### src/rtl/rps_pkg.sv
// rps_pkg: move/result/state encodings and the round-winner rule for the RPS match sequencer
package rps_pkg;
  typedef enum logic [1:0] {MV_NONE = 2'b00, MV_ROCK = 2'b01, MV_PAPER = 2'b10, MV_SCISSORS = 2'b11} move_t;
  typedef enum logic [1:0] {RES_DRAW = 2'b00, RES_P1 = 2'b01, RES_P2 = 2'b10} result_t;
  typedef enum logic [2:0] {ST_IDLE, ST_COUNT, ST_CAPTURE, ST_REVEAL, ST_SCORE, ST_DONE} state_t;
  function automatic result_t rps_winner(input move_t a, input move_t b);
    return (a == b) ? RES_DRAW :
           (a == MV_NONE) ? RES_P2 :
           (b == MV_NONE) ? RES_P1 :
           ((a == MV_ROCK && b == MV_SCISSORS) || (a == MV_SCISSORS && b == MV_PAPER) ||
            (a == MV_PAPER && b == MV_ROCK)) ? RES_P1 : RES_P2;
  endfunction
endpackage

### src/rtl/rps_tick_prescaler.sv
// rps_tick_prescaler: one-cycle tick every TICK_DIV clocks; ports clk, reset (sync, active-high), clr (restart count), tick
module rps_tick_prescaler #(
  parameter int TICK_DIV = 50_000_000
) (
  input  logic clk,
  input  logic reset,
  input  logic clr,
  output logic tick
);
  localparam int W = $clog2(TICK_DIV + 1);
  localparam logic [W-1:0] LAST = W'(TICK_DIV - 1);
  logic [W-1:0] r_cnt;
  assign tick = (r_cnt == LAST);
  always_ff @(posedge clk) r_cnt <= (reset || clr || tick) ? '0 : r_cnt + 1'b1;
endmodule

### src/rtl/rps_round_sequencer.sv
// rps_round_sequencer: RPS match FSM (countdown/capture/reveal/score) driving phase, tick_cnt, capture_en, result, result_vld, scores, match_done from start/abort/player moves; define RPS_SEQ_TIE_REPLAY_EN to replay drawn rounds
module rps_round_sequencer
  import rps_pkg::*;
#(
  parameter int TICK_DIV      = 50_000_000,
  parameter int COUNT_TICKS   = 3,
  parameter int CAPTURE_TICKS = 2,
  parameter int REVEAL_TICKS  = 2,
  parameter int MAX_ROUNDS    = 3
) (
  input  logic       clk,
  input  logic       reset,
  input  logic       start,
  input  logic       abort,
  input  logic [1:0] p1_move,
  input  logic       p1_valid,
  input  logic [1:0] p2_move,
  input  logic       p2_valid,
  output logic [2:0] phase,
  output logic [3:0] tick_cnt,
  output logic       capture_en,
  output logic [1:0] result,
  output logic       result_vld,
  output logic [3:0] p1_score,
  output logic [3:0] p2_score,
  output logic       match_done
);
  localparam logic [3:0] MAJ = 4'((MAX_ROUNDS + 1) / 2);
  localparam logic [3:0] LAST_ROUND = 4'(MAX_ROUNDS);
  state_t r_state, w_next;
  move_t r_p1, r_p2;
  result_t r_result, w_res;
  logic w_tick, w_enter, w_round_inc;
  logic [3:0] r_tick_cnt, w_load, r_p1_score, r_p2_score, r_rounds;
  rps_tick_prescaler #(.TICK_DIV(TICK_DIV)) u_presc (
    .clk  (clk),
    .reset(reset),
    .clr  (abort || w_enter),
    .tick (w_tick)
  );
  assign w_enter = (w_next != r_state);
  assign w_res = rps_winner(r_p1, r_p2);
`ifdef RPS_SEQ_TIE_REPLAY_EN
  assign w_round_inc = (w_res != RES_DRAW);
`else
  assign w_round_inc = 1'b1;
`endif
  assign w_load = (w_next == ST_COUNT)   ? 4'(COUNT_TICKS - 1) :
                  (w_next == ST_CAPTURE) ? 4'(CAPTURE_TICKS - 1) :
                  (w_next == ST_REVEAL)  ? 4'(REVEAL_TICKS - 1) : 4'd0;
  always_ff @(posedge clk) r_state <= reset ? ST_IDLE : w_next;
  always_comb begin
    w_next = r_state;
    if (abort) w_next = ST_IDLE;
    else
      case (r_state)
        ST_IDLE, ST_DONE: w_next = start ? ST_COUNT : r_state;
        ST_COUNT:   w_next = (w_tick && r_tick_cnt == '0) ? ST_CAPTURE : r_state;
        ST_CAPTURE: w_next = (w_tick && r_tick_cnt == '0) ? ST_REVEAL : r_state;
        ST_REVEAL:  w_next = (w_tick && r_tick_cnt == '0) ? ST_SCORE : r_state;
        ST_SCORE:   w_next = (r_p1_score == MAJ || r_p2_score == MAJ || r_rounds == LAST_ROUND) ? ST_DONE : ST_COUNT;
        default:    w_next = ST_IDLE;
      endcase
  end
  // Round result and scores are committed on SCORE entry so they are already valid during the SCORE cycle.
  always_ff @(posedge clk) begin
    if (reset || abort) begin
      r_tick_cnt <= '0;
      r_p1       <= MV_NONE;
      r_p2       <= MV_NONE;
      r_result   <= RES_DRAW;
      r_p1_score <= '0;
      r_p2_score <= '0;
      r_rounds   <= '0;
    end else begin
      if (w_enter) r_tick_cnt <= w_load;
      else if (w_tick && r_tick_cnt != '0) r_tick_cnt <= r_tick_cnt - 1'b1;
      if (w_enter && w_next == ST_COUNT) begin
        r_p1 <= MV_NONE;
        r_p2 <= MV_NONE;
      end
      if (r_state == ST_CAPTURE && p1_valid && p1_move != 2'b00 && r_p1 == MV_NONE) r_p1 <= move_t'(p1_move);
      if (r_state == ST_CAPTURE && p2_valid && p2_move != 2'b00 && r_p2 == MV_NONE) r_p2 <= move_t'(p2_move);
      if (w_enter && w_next == ST_COUNT && r_state != ST_SCORE) begin
        r_p1_score <= '0;
        r_p2_score <= '0;
        r_rounds   <= '0;
      end
      if (w_enter && w_next == ST_SCORE) begin
        r_result <= w_res;
        if (w_res == RES_P1 && r_p1_score != 4'hF) r_p1_score <= r_p1_score + 1'b1;
        if (w_res == RES_P2 && r_p2_score != 4'hF) r_p2_score <= r_p2_score + 1'b1;
        if (w_round_inc && r_rounds != 4'hF) r_rounds <= r_rounds + 1'b1;
      end
    end
  end
  assign phase      = r_state;
  assign tick_cnt   = r_tick_cnt;
  assign capture_en = (r_state == ST_CAPTURE);
  assign result     = r_result;
  assign result_vld = (r_state == ST_SCORE);
  assign p1_score   = r_p1_score;
  assign p2_score   = r_p2_score;
  assign match_done = (r_state == ST_DONE);
endmodule

### config.mk
export PLATFORM = sky130hd
export DESIGN_NAME = rps_round_sequencer
export DESIGN_NICKNAME = d
export VERILOG_FILES = /design/src/rtl/rps_pkg.sv /design/src/rtl/rps_tick_prescaler.sv /design/src/rtl/rps_round_sequencer.sv
export SDC_FILE = /design/constraint.sdc
export NUM_CORES = 1
export LEC_CHECK = 0
export ABC_AREA = 1
export CAP_MARGIN = 0
export CORE_MARGIN = 2
export CORE_UTILIZATION = 40
export CTS_CLUSTER_SIZE = 25
export DETAILED_ROUTE_END_ITERATION = 10
export DONT_BUFFER_PORTS = 1
export HOLD_SLACK_MARGIN = 0.06
export SYNTH_ARGS = -nofsm -noshare
export SYNTH_HDL_FRONTEND = slang
export SYNTH_SLANG_ARGS = --single-unit
### constraint.sdc
create_clock -name clk -period 1.8 [get_ports clk]
set_input_delay 0.36 -clock clk [delete_from_list [all_inputs] [get_ports clk]]
set_output_delay 0.36 -clock clk [all_outputs]
set_load 0.005 [all_outputs]
; Word level (Yosys, flattened, before mapping)
; Cells that the tools add are included.
[word_totals]
register_bits = 51
input_bits = 10
[classes]
addsub = 5
eq_ne = 27
n_mux = 28
n_reduce_logical = 35
[ops]
columns = operator, n
row1 = two-way mux 4 bit, 11
row2 = "adder 26 x 1 -> 26 bit, second input constant", 1
row3 = "== test 26 bit, second input constant", 1
row4 = two-way mux 3 bit, 6
row5 = logical AND 1 bit, 16
row6 = two-way mux 2 bit, 8
row7 = case mux 3 bit (5 select lines), 1
row8 = "adder 4 x 1 -> 4 bit, second input constant", 3
row9 = "== test 3 x 2 -> 1 bit, second input constant", 4
row10 = "== test 4 x 2 -> 1 bit, second input constant", 3
row11 = "inequality test 4 bit, second input constant", 3
row12 = "== test 2 bit, second input constant", 5
row13 = nonzero test 2 bit, 5
row14 = "== test 3 bit, second input constant", 3
row15 = logical OR 1 bit, 8
row16 = "== test 2 x 1 -> 1 bit, second input constant", 3
row17 = "== test 3 x 1 -> 1 bit, second input constant", 2
row18 = logical NOT 2 bit, 2
row19 = logical NOT 4 bit, 1
row20 = nonzero test 4 bit, 1
row21 = "subtractor 4 x 1 -> 4 bit, second input constant", 1
row22 = logical NOT 3 bit, 1
row23 = inequality test 3 bit, 1
row24 = "inequality test 3 bit, second input constant", 1
row25 = other kinds (3), 4

; Longest topological paths before layout
; Gate-level depths: netlist of run 1.
[depth]
ltp_word = 12
ltp_mapped = 17
mapped_depth_nobuf = 17

; By module
; Synthesis of run 1 repeated with hierarchy kept, for this count alone.
[hier_totals]
hier_cells = 451
area_unflattened_um2 = 2972.9
[modules_own_cells]
columns = module, instances, cells_each, area_each_um2
row1 = rps_round_sequencer, 1, 231, 1519.0
row2 = rps_tick_prescaler, 1, 220, 1453.9

; Worst setup path after synthesis of run 1
; Ideal clock, no wire load.
[synth_timing]
path_type = flip-flop to flip-flop
startpoint = register r_tick_cnt[0] (netlist: tick_cnt[0])
endpoint = register r_p2_score[1] (netlist: p2_score[1])
setup_ns = 0.131
t_arrival_ns = 1.878
t_required_ns = 1.669
slack_ns = -0.208
stages_incl_launch_ff = 15
path_buffers = 0
synth_period_minus_slack_ns = 2.008
path_cell_list = dfxtp_1 -> inv_1 -> ha_1 -> nor3b_1 -> nand3_1 -> nand2_1 -> nand3_1 -> nand2_1 -> nand2_1 -> nand3_4 -> nand3_2 -> nand2_2 -> inv_1 -> nand2_1 -> a21oi_2
[synth_between]
elab_chain_cells = 11
elab_cells_between_ends = 16
cone_classes = 3 x eq/ne / 8 x mux / 5 x reduce/logical
[synth_rtl]
columns = item, line_no
row1 = "start, declared", rps_round_sequencer.sv:34  ; logic [3:0] r_tick_cnt, w_load, r_p1_score, r_p2_score, r_rounds;
row2 = "start signal, assigned", rps_round_sequencer.sv:76  ; if (w_enter) r_tick_cnt <= w_load;
row3 = "start signal, assigned", rps_round_sequencer.sv:77  ; else if (w_tick && r_tick_cnt != '0) r_tick_cnt <= r_tick_cnt - 1'b1;
row4 = logical NOT 4 bit (*), "rps_round_sequencer.sv:58, rps_round_sequencer.sv:59, rps_round_sequencer.sv:60"
row5 = logical AND 1 bit (*), "rps_round_sequencer.sv:58, rps_round_sequencer.sv:59, rps_round_sequencer.sv:60"
row6 = "two-way mux 3 bit, on equally long branches", "rps_round_sequencer.sv:60, rps_round_sequencer.sv:58, rps_round_sequencer.sv:59"
row7 = case mux 3 bit (5 select lines) (*), rps_round_sequencer.sv:56  ; case (r_state)
row8 = two-way mux 3 bit (*), rps_round_sequencer.sv:54  ; if (abort) w_next = ST_IDLE;
row9 = inequality test 3 bit or == test 3 x 1 -> 1 bit (tied branches), "rps_round_sequencer.sv:41, rps_round_sequencer.sv:84"
row10 = logical AND 1 bit (2 in a row), rps_round_sequencer.sv:84  ; if (w_enter && w_next == ST_COUNT && r_state != ST_SCORE) begin
row11 = two-way mux 4 bit, rps_round_sequencer.sv:84
row12 = two-way mux 4 bit, rps_round_sequencer.sv:92  ; if (w_res == RES_P2 && r_p2_score != 4'hF) r_p2_score <= r_p2_score + 1'b1;
row13 = two-way mux 4 bit (*), rps_round_sequencer.sv:89  ; if (w_enter && w_next == ST_SCORE) begin
row14 = "end signal, assigned", rps_round_sequencer.sv:92
row15 = "end, declared", rps_round_sequencer.sv:34
; Mark *: on every way between the ends. The rest lies on a longest branch, timed or not.
; A chain may end at the register's enable or synchronous reset.

; Worst setup path after layout of run 1
[layout_timing]
startpoint = register u_presc.r_cnt[0]
endpoint = register r_p1_score[1] (netlist: p1_score[1])
[layout_between]
elab_chain_cells = 11
elab_cells_between_ends = 16
cone_classes = 4 x eq/ne / 8 x mux / 4 x reduce/logical
[layout_rtl]
columns = item, line_no
row1 = "start, declared", rps_tick_prescaler.sv:12  ; logic [W-1:0] r_cnt;
row2 = "start signal, assigned", rps_tick_prescaler.sv:14  ; always_ff @(posedge clk) r_cnt <= (reset || clr || tick) ? '0 : r_cnt + 1'b1;
row3 = == test 26 bit (*), rps_tick_prescaler.sv:13  ; assign tick = (r_cnt == LAST);
row4 = logical AND 1 bit (*), "rps_round_sequencer.sv:58, rps_round_sequencer.sv:59, rps_round_sequencer.sv:60"
row5 = "two-way mux 3 bit, on equally long branches", "rps_round_sequencer.sv:60, rps_round_sequencer.sv:58, rps_round_sequencer.sv:59"
row6 = case mux 3 bit (5 select lines) (*), rps_round_sequencer.sv:56
row7 = two-way mux 3 bit (*), rps_round_sequencer.sv:54
row8 = inequality test 3 bit or == test 3 x 1 -> 1 bit (tied branches), "rps_round_sequencer.sv:41, rps_round_sequencer.sv:84"
row9 = logical AND 1 bit (2 in a row), rps_round_sequencer.sv:84
row10 = two-way mux 4 bit, rps_round_sequencer.sv:84
row11 = two-way mux 4 bit, rps_round_sequencer.sv:91  ; if (w_res == RES_P1 && r_p1_score != 4'hF) r_p1_score <= r_p1_score + 1'b1;
row12 = two-way mux 4 bit (*), rps_round_sequencer.sv:89
row13 = "end signal, assigned", rps_round_sequencer.sv:91
row14 = "end, declared", rps_round_sequencer.sv:34
; Marks and branches as above.

==> impl_results.md, run 1 <==
* Flop2flop setup slack at -0.31 ns
* Final Hold Viols at 0
* Slew Limit Fails at 0
* Fill cells at 587
* Leakage at 1.83 nW
* M1 GR Usage at 0.272
* Worst path depth at 17
* Post-route ant nets at 0
* Commonest cells in the netlist: nand2_1, inv_1, dfxtp_1
* Routed Wire Length at approximately 8 mm
* GRT Util Overall at 0.205
* First-pass GRT wire length at about 13 mm
* Post-Syn Instances at 400
* Synth Area in XOR/XNOR at 0.0491
* FF-to-FF path depth at 17
* Ranking of synthesized cells by area: dfxtp_1, nand2_1, inv_1
* #FFs+latches synth at 51
* Area Growth Syn to Fin at 53.2%
* I/O Buffers at 0
* Num rows at 30
* First DRT Iteration DRCs at 91
* Top cell type's share of synthesized area at 0.358
* Post-synthesis mux area share at 0
* Worst EP arrival at 2.32 ns
* Critical path peak fanout at 7
* Yosys cell types at 38
* DRT Pass-1 Iters at 4
* Max IR drop VDD at 0.417 mV
* Share of flip-flops with an asynchronous set or reset at 0
* Avg Cell Area, Syn at about 7.1 sq um
* Crit path max-delay cell type: dfxtp_2
* Critical R2R Capture: p1_score[1]
* Synth Area in Compound Gates at 0.104
* PnR worst setup slack at -0.306 ns
* Final setup violation count at 47
* TritonCTS clock tree: yes
* Root Buffer: clkbuf_8
* EDFF count, synth at 0
* Number of max-cap violations at 0
* Routability Congestion at 0.821
* Fmax at 475 MHz
* H-tree depth at 2
* Seq/Total Area, Yosys at 0.358
* Final core occ at 0.640
* Crit path time final at 2.11 ns
* Post-synthesis adder-cell area fraction at 0.0351
* Chip width at 88.5 um
* Routed vias/inst at 4.82
* Main combinational cell family by area after synthesis: simple AND/OR/NAND/NOR gates
* Antenna violations before repair at 0
* RSZ-0062 raised after global routing: true
* Critical path's most frequent cell: nand2_2
* CTS clk-pin slew, worst paths at roughly 0.10 ns
* Met2 Use GR at 0.335
* Slowest stage delay, CP at 0.37 ns
* Post-CTS Hold Fix Bufs at 0
* Global route overflow at 0
* Worst slew margin at 0.722
* Setup CP Type: register to register
* Clock tree buffer depth at 2
* Pre-CTS setup slack at -0.241 ns
* Ports at 30
* Syn_nets at 418
* Critical path cell sequence: ha_4, nand2_4, nor2_4, nand2_2, nor2_4, nand3_2, nand2_2, nand3_2, nand2_2, nand2_2, nand3_4, buf_6, nand3_4, nand2_4, inv_2, nand2_2, a21oi_2
* Worst Path Required at 2.02 ns
* Crit-path leading delay family: simple AND/OR/NAND/NOR gates
* Post-route DRC violation count at 0
* Die height at roughly 90 um
* Post-synth top flop: dfxtp_1
* R2r startpoint: u_presc.r_cnt[0]
* Power per Cell Area at 493 nW/um^2
* Yosys warns at 0
* Fin crit share at 1.17
* HPWL after detailed placement at 5.42 mm
* Wire length per cell at 13.1 um
* Largest area contributor in the netlist: dfxtp_1
* Simple logic cell fraction of the synthesized area at 0.360
* Clk_skew at 0.00805 ns
* Mapped cell area at 2850 sq um
* CP bufs+invs at 2
* Layout cell share with drive strength beyond 1 at 0.464
* Met3 Usage GRT at 0.0392
* TritonCTS Sinks at between 50 and 60
* Worst-Margin Slew at just over 0.4 ns
* Largest net degree at the start of global routing at 17
* Failing checks: negative setup slack
* DR vias at 2977
* Most crowded layer after global routing: met2
* Worst setup path endpoint: p1_score[1]
* Core ar. at between 6000 and 7000 sq um
* Initial core utilization at 0.418
* Critical Path Start Type: register
* Diode count at 0
* Cell with the most instances after synthesis: nand2_1
* Worst Setup End Kind: register
* Insertion delay to the later sink of the worst-skew pair at 0.32 ns
* Run status: finished, violations left
* Critical Path Start: u_presc.r_cnt[0]
* CTS buffer count at 5
* Die area at about 7800 sq um
* Layout net count at 539
* Vias in the first global route at ~2800
* HP Class: input port to register
==> metrics by stage <==
stage               cell area [sq um]  TNS (ns)  power (mW)  instances  hold slack (ns)
floorplan                        2920    -0.125        1.25        400            0.427
CTS                              4090     -6.43        2.14        612           0.0957
global placement                 3740     -5.50        1.29        589            0.437
finish                           4370     -7.96        2.16        618           0.0974
global route                     4370    -13.40        2.23        618           0.0934
detailed placement               3740     -6.36        1.29        589            0.434
==> state kept, by name, indices dropped and copies added, names as in the netlist <==
| register | flops |
|---|---|
| u_presc.r_cnt | 26 |
| r_p1 | 2 |
| r_p2 | 2 |
| p1_score | 4 |
| tick_cnt | 4 |
| p2_score | 4 |
| r_rounds | 4 |
| result | 2 |
| phase | 3 |
==> what timing repair did <==
action | in CTS | in global routing
cloned | 2 | 0
buffers inserted | 13 | 7
gates resized for setup | 25 | 78
pin swaps | 7 | 23
setup endpoints to repair | 48 | 49
==> layout by cell type, fill, tap and decap left out, types with 2 or more instances in the layout <==
cell type / Yosys / layout
a211oi_2: 2 / 2
a21oi_1: 25 / 13
a21oi_2: 2 / 14
a31oi_1: 3 / 3
buf_4: 0 / 104
buf_6: 1 / 11
clkbuf_8: 0 / 5
dfxtp_1: 51 / 43
dfxtp_2: 0 / 8
ha_1: 8 / 6
ha_4: 0 / 2
inv_1: 57 / 49
inv_2: 8 / 14
inv_4: 0 / 2
nand2_1: 76 / 58
nand2_2: 6 / 17
nand2_4: 2 / 9
nand2_8: 0 / 2
nand3_1: 23 / 16
nand3_2: 2 / 6
nand3_4: 1 / 4
nand4_1: 9 / 9
nor2_1: 46 / 38
nor2_2: 9 / 8
nor2_4: 5 / 14
nor3_1: 5 / 4
nor3_2: 4 / 5
nor3b_2: 1 / 5
nor4_1: 4 / 4
o21ai_0: 15 / 7
o21ai_1: 0 / 7
or2_1: 2 / 2
xnor2_1: 7 / 7
xor2_1: 9 / 8
==> power breakdown <==
| group | internal, mW | total [mW] | switching (mW) | leakage [nW] |
|---|---|---|---|---|
| registers | 1.13 | 1.14 | 0.00532 | 0.415 |
| logic | 0.0805 | 0.182 | 0.101 | 1.36 |
| clock network | 0.415 | 0.836 | 0.421 | 0.0581 |
==> kinds of logic after synthesis <==
logic type	after synthesis
compound gates	51
xor+xnor	16
fa+ha+maj	8
buf+inv	69
flops	51
simple gates	205
==> routing by layer <==
metal	vias to the layer above	wire, um
li1	1517	-
met1	1403	3610
met2	46	4060
met3	11	323
met4	0	137
met5	-	0
==> worst min-delay path by stage <==
stage | from | end | slack (ns) | cells after the start
floorplan | u_presc.r_cnt[0] | u_presc.r_cnt[0] | 0.43 | 1
global placement | reset | phase[0] | 0.44 | 1
detailed placement | reset | phase[1] | 0.43 | 1
CTS | reset | phase[2] | 0.1 | 1
global route | reset | phase[2] | 0.09 | 1
finish | reset | phase[2] | 0.1 | 1
==> area by class of cell <==
cell class	instances	area (sq um)	share of cell area
clock buffer	5	68.8	0.0157
sequential	51	1030	0.236
multi-input combinational	282	1940	0.443
inverter	65	249	0.0569
timing repair buffer	116	925	0.211
clock inverter	3	43.8	0.0100
tap	96	120	0.0275
Power figures use the tool's default switching activity.
==> run 2: changes to the inputs <==
--- a/config.mk
+++ b/config.mk
@@ -5,7 +5,6 @@
 export SDC_FILE = /design/constraint.sdc
 export NUM_CORES = 1
 export LEC_CHECK = 0
-export ABC_AREA = 1
 export CAP_MARGIN = 0
 export CORE_MARGIN = 2
 export CORE_UTILIZATION = 40
==> run 2 against run 1 <==
Net effect:
- the flow still finishes with violations (negative setup slack)
- sequential power about the same
- combinational power grew 3%
- fmax down 11%
- sequential share of layout area grew 2.1 points
- clock skew barely moved
- cell count is 17% lower
- clock-buffer cell count did not move
- register-to-register slack lost 0.27 ns
- critical path type unchanged
- largest cell class unchanged
- largest power group unchanged
==> impl_results.md, run 2 <==
* Run status: finished, violations left
* Failing checks: negative setup slack
* Syn_nets at ~350
* I/O Buffers at 0
* Yosys warns at 0
* #FFs+latches synth at roughly 50
* Post-CTS Hold Fix Bufs at 0
* Most frequent cells in the layout: buf_4, dfxtp_1, nor2_1
* Fin crit share at 1.32
* CTS clk-pin slew, worst paths at 0.10 ns
* Clk_skew at 0.00793 ns
* Critical R2R Capture: tick_cnt[1]
* Commonest cells in the netlist: nor2_1, dfxtp_1, nand3_1
* EDFF count, synth at 0
* CTS buffer count at 5
* Layout cell share with drive strength beyond 1 at 0.406
* Routed vias/inst at ~5.3
* Seq/Total Area, Yosys at 0.375
* Worst-Margin Slew at 0.397 ns
* Routability Congestion at 0.791
* R2r startpoint: u_presc.r_cnt[0]
* Critical Path Start: u_presc.r_cnt[0]
* Worst Path Required at approximately 2.0 ns
* Vias in the first global route at about 2700
* Hold Startpoint: reset
* HP Class: input port to register
* PnR worst setup slack at -0.577 ns
* Worst slew margin at 0.735
* Fmax at around 420 MHz
* Max IR drop VDD at approximately 0.34 mV
* Root Buffer: clkbuf_8
* Crit path time final at 2.38 ns
* FF-to-FF path depth at 8
* Initial core utilization at 0.408
* Power per Cell Area at 497 nW/um^2
* Chip width at 86.5 um
* Worst EP arrival at 2.60 ns
* Core ar. at 6680 sq um
* Die area at between 7000 and 8000 sq um
* First DRT Iteration DRCs at roughly 130
* TritonCTS Sinks at between 50 and 60
* Yosys cell types at 52
* Final setup violation count at 51
* DRT Pass-1 Iters at 4
* Flop2flop setup slack at -0.58 ns
* Antenna violations before repair at 0
* Clock tree buffer depth at 2
* Top reg by flops: u_presc.r_cnt
* Critical Path Start Type: register
* Slew Limit Fails at 0
* TritonCTS clock tree: yes
* Share of flip-flops with an asynchronous set or reset at 0
* Pre-CTS setup slack at -0.556 ns
* Setup CP Type: register to register
* GRT Util Overall at 0.198
* Leakage at between 1.5 and 2 nW
* Global route overflow at 0
* Insertion delay to the later sink of the worst-skew pair at 0.31 ns
* Critical path peak fanout at 5
* Post-route DRC violation count at 0
* Top cell type's share of synthesized area at 0.375
* Ports at 30
* Routed Wire Length at about 7.2 mm
* Commonest non-fill, non-tap cell in the layout: buf_4
* Die height at 86.5 um
* Number of max-cap violations at 0
* Largest area contributor in the netlist: dfxtp_1
* First-pass GRT wire length at ~12 mm
* Mapped cell area at 2730 sq um
* HPWL after detailed placement at 4.92 mm
* Post-route ant nets at 0
* Ranking of synthesized cells by area: dfxtp_1, nor2_1, xor2_1
* DR vias at 2716
* Largest net degree at the start of global routing at 19
* Num rows at 30
* Worst setup path endpoint: tick_cnt[1]
* Avg Cell Area, Syn at 8.31 sq um
* H-tree depth at 2
* Hold WS at ~0.094 ns
* Worst Setup End Kind: register
* Cell with the most instances after synthesis: nor2_1
* Area Growth Syn to Fin at 47.1%
* Post-synth top flop: dfxtp_1
* Max reg flops at 26
* Diode count at 0
* Wire length per cell at between 10 and 15 um
* Layout net count at roughly 450
* Post-Syn Instances at about 330
* Final Hold Viols at 0
* RSZ-0062 raised after global routing: true
==> run 2: cell count changes in the layout (fill, tap and decap cells not counted), sizes merged, moves of 9 or more <==
cell,delta
buf,-9
and3,+9
nand2,-62
xor2,+9
inv,-53
a21oi,-18
==> run 2: final cells by class <==
| class | count | area, sq um |
|---|---|---|
| fill | 577 | 2670 |
| clock inverter | 3 | 18.8 |
| multi-input combinational | 256 | 1860 |
| sequential | 51 | 1030 |
| tap | 80 | 100 |
| timing repair buffer | 108 | 892 |
| inverter | 11 | 41.3 |
| clock buffer | 5 | 68.8 |
==> run 2: layer usage <==
metal | global-route usage | vias up | share of wire
met3 | 0.0314 | 9 | 0.035
met1 | 0.233 | 1278 | 0.42
met2 | 0.370 | 52 | 0.54
met5 | 0 | - | 0
met4 | 0.0526 | 0 | 0.012
li1 | - | 1377 | -
==> run 2: per-stage QoR <==
stage          utilization  instances  instance area (sq um)  total power [mW]  TNS, ns
2_1_floorplan            -        328                   2770              1.24   -12.40
3_3_place_gp         0.521        484                   3480              1.29   -15.61
3_5_place_dp         0.521        484                   3480              1.30   -17.37
4_1_cts              0.577        505                   3850              2.00   -20.73
5_1_grt              0.600        514                   4010              2.08   -27.43
6_report             0.600        514                   4010              1.99   -22.20
==> run 2: power breakdown <==
group / switching, mW / internal [mW] / leakage [nW]
Sequential: 0.00408 / 1.13 / 0.414
Combinational: 0.0955 / 0.0924 / 1.09
Clock: 0.394 / 0.275 / 0.0483
Total: 0.493 / 1.50 / 1.56
==> run 2: kinds of logic (layout without fill, tap and decap cells) <==
kind of cell / after synthesis / after routing / synth area share
and+or+nand+nor: 159 / 159 / 0.301
AOI/OAI and AO/OA: 56 / 56 / 0.151
DFF: 51 / 51 / 0.375
xor gates and xnor gates: 32 / 32 / 0.103
buffers and inverters: 21 / 127 / 0.0303
adders and majority gates: 8 / 8 / 0.0367
muxes: 1 / 1 / 0.00413
==> run 2: critical path, stage by stage (launching register included) <==
cell and delay, ns:
dfxtp_2 0.36, ha_4 0.15, nand3_4 0.09, or4_4 0.55, o211ai_1 0.22, buf_4 0.17
o211ai_4 0.08, or3b_4 0.43, a221oi_2 0.25
==> run 2: worst min-delay path by stage <==
| stage | end | slack, ns | cells after the start |
|---|---|---|---|
| after floorplan | u_presc.r_cnt[0] | 0.43 | 1 |
| after global placement | phase[1] | 0.43 | 1 |
| after detailed placement | phase[1] | 0.43 | 1 |
| after CTS | phase[1] | 0.09 | 1 |
| after global routing | phase[1] | 0.09 | 1 |
| final | phase[1] | 0.09 | 1 |
==> run 2: repair_timing <==
action                     CTS  global route
setup endpoints to repair   52            52
resized for setup           49            31
hold endpoints to repair     0             0
setup buffers               17            12
gates cloned                 2             1
pin swaps                   34            29
==> run 3: changes to the inputs <==
--- a/config.mk
+++ b/config.mk
@@ -5,6 +5,7 @@
 export SDC_FILE = /design/constraint.sdc
 export NUM_CORES = 1
 export LEC_CHECK = 0
+export ABC_AREA = 1
 export CAP_MARGIN = 0
 export CORE_MARGIN = 2
 export CORE_UTILIZATION = 40
==> constraint.sdc (replaced) <==
create_clock -name clk -period 2.87 [get_ports clk]
set_input_delay 0.574 -clock clk [delete_from_list [all_inputs] [get_ports clk]]
set_output_delay 0.574 -clock clk [all_outputs]
set_load 0.005 [all_outputs]
==> run 3 against run 2 <==
Net effect:
- the run now ends clean
- worst hold slack better by 0.23 ns
- cell area down 24%
- via count down 11%
- fmax down 3.1%
- die area up 4.5%
- sequential cell count unchanged
- sequential share of layout area up 7.9 points
- setup slack better by 0.99 ns
- cell count down 2.3%
- clock skew up 0.0038 ns
- global-route usage down 4.0 points
- largest power group unchanged
==> impl_results.md, run 3 (synthesis gave the netlist of run 1 again) <==
* Sequential cell fraction of total power at 0.606
* Max reg flops at 26
* Core ar. at 6830 sq um
* RSZ-0062 raised after global routing: false
* Number of max-cap violations at 0
* Root Buffer: clkbuf_8
* Setup Fix Bufs, Post-CTS at 0
* Final core occ at 0.446
* H-tree depth at 2
* HP Class: input port to register
* Pwr Total at between 1 and 1.5 mW
* Post-CTS sizing at 0
* Critical path peak fanout at 26
* Worst slew margin at 0.629
* First-pass GRT wire length at 9.72 mm
* Post-Place Cell Area at 2960 sq um
* Antenna violations before repair at 0
* HPWL after detailed placement at 4.41 mm
* Post-CTS Hold Fix Bufs at 0
* Hold Startpoint: reset
* Net Sw Frac at 0.239
* Chip width at 88.5 um
* Fin crit share at 0.855
* Initial core utilization at 0.418
* Critical R2R Capture: u_presc.r_cnt[19]
* Psw at 282 uW
* Worst Hold Depth at 1
* CTS clk-pin slew, worst paths at about 0.09 ns
* TritonCTS Sinks at 51
* DR vias at 2417
* Run status: complete, no violations
* GRT Util Overall at 0.158
* Largest net degree at the start of global routing at 27
* DRT Pass-1 Iters at 4
* Met2 Use GR at 0.247
* Slew Limit Fails at 0
* Die area at approximately 8000 sq um
* Critical Path Start Type: register
* Pint at 898 uW
* Most crowded layer after global routing: met2
* Met3 Usage GRT at 0.0457
* Worst-Margin Slew at between 0.5 and 0.6 ns
* Vias in the first global route at between 2000 and 2500
* Num rows at 30
* Routed vias/inst at approximately 4.8
* Clock power share at 0.349
* Layout cell share with drive strength beyond 1 at 0.131
* Final Hold Viols at 0
* Global route overflow at 0
* Worst Setup End Kind: register
* FF-to-FF path depth at 12
* R2r startpoint: tick_cnt[0]
* Top reg by flops: u_presc.r_cnt
* M1 GR Usage at 0.209
* Diode count at 0
* First DRT Iteration DRCs at 78
* Final setup violation count at 0
* Clk_skew at 0.0118 ns
* Area Growth Syn to Fin at 6.71%
* Most frequent cells in the layout: nand2_1, inv_1, dfxtp_1
* Hold WS at 0.323 ns
* Die height at 88.5 um
* Fill cells at roughly 740
* Fmax at slightly above 400 MHz
* Combinational Power Share at 0.044
* Flop2flop setup slack at 0.42 ns
* Register area at about 1000 sq um
* Worst EP arrival at around 2.7 ns
* Ports at 30
* Setup CP Type: register to register
* Clock tree buffer depth at 2
* Routed Wire Length at ~5.8 mm
* Design area at 3050 sq um
* Layout net count at 423
* Setup TNS at 0 ns
* Multi-input gate area at 1560 sq um
* Hold endpoint: phase[0]
* Insertion delay to the later sink of the worst-skew pair at ~0.31 ns
* Leakage at between 1 and 1.5 nW
* CTS buffer count at 5
* Wire length per cell at ~12 um
* TritonCTS clock tree: yes
* Crit path time final at between 2 and 2.5 ns
* I/O Buffers at 0
* Routability Congestion at 0.834
* Post-route DRC violation count at 0
* Post-route ant nets at 0
* Power per Cell Area at 387 nW/um^2
* Max IR drop VDD at 0.155 mV
* Worst Path Required at 3.07 ns
* Commonest non-fill, non-tap cell in the layout: nand2_1
run 3: layer usage:
metal	routed length [um]	share of wire
met1	2920	0.50
met2	2540	0.44
met3	248	0.043
met4	82	0.014
met5	0	0
run 3: metrics by stage:
step / std cells / setup slack (ns)
final: 502 / 0.416
after global routing: 502 / 0.105
after CTS: 502 / 0.413
after detailed placement: 494 / 0.434
after global placement: 494 / 0.560
after floorplan: 400 / 0.862
run 3: worst max-delay path by stage:
stage / start / to / slack, ns / depth (start not counted)
after floorplan: tick_cnt[0] / p2_score[1] / 0.86 / 14
after global placement: tick_cnt[0] / u_presc.r_cnt[19] / 0.56 / 12
after detailed placement: tick_cnt[0] / u_presc.r_cnt[19] / 0.43 / 12
after CTS: tick_cnt[0] / u_presc.r_cnt[19] / 0.41 / 12
after global routing: tick_cnt[0] / p1_score[3] / 0.10 / 14
final: tick_cnt[0] / u_presc.r_cnt[19] / 0.42 / 12
run 3: cell type report:
type / count / share of cell area
Inverter: 65 / 0.0801
Tap cell: 96 / 0.0394
Timing Repair Buffer: 2 / 0.00493
Clock buffer: 7 / 0.0251
Multi-Input combinational cell: 280 / 0.514
Sequential cell: 51 / 0.335
Clock inverter: 1 / 0.00164
run 3: power by group through the flow:
stage                     Combinational, mW  Sequential [mW]  Clock (mW)
after global placement               0.0519            0.732           0
after floorplan                      0.0446            0.729           0
final                                0.0522            0.715       0.412
after detailed placement             0.0525            0.732           0
after global routing                 0.0596            0.716       0.455
after CTS                            0.0527            0.715       0.431
run 3: critical path, cell delays in order (launching register included):
cell	delay, ns
dfxtp_1	0.35
inv_1	0.11
ha_1	0.15
nor3b_1	0.48
nand3_1	0.17
nand2_1	0.08
nand3_1	0.09
nand2_1	0.12
nand2_1	0.10
nand3_4	0.16
nor2_4	0.05
nand2_4	0.26
and3b_1	0.22
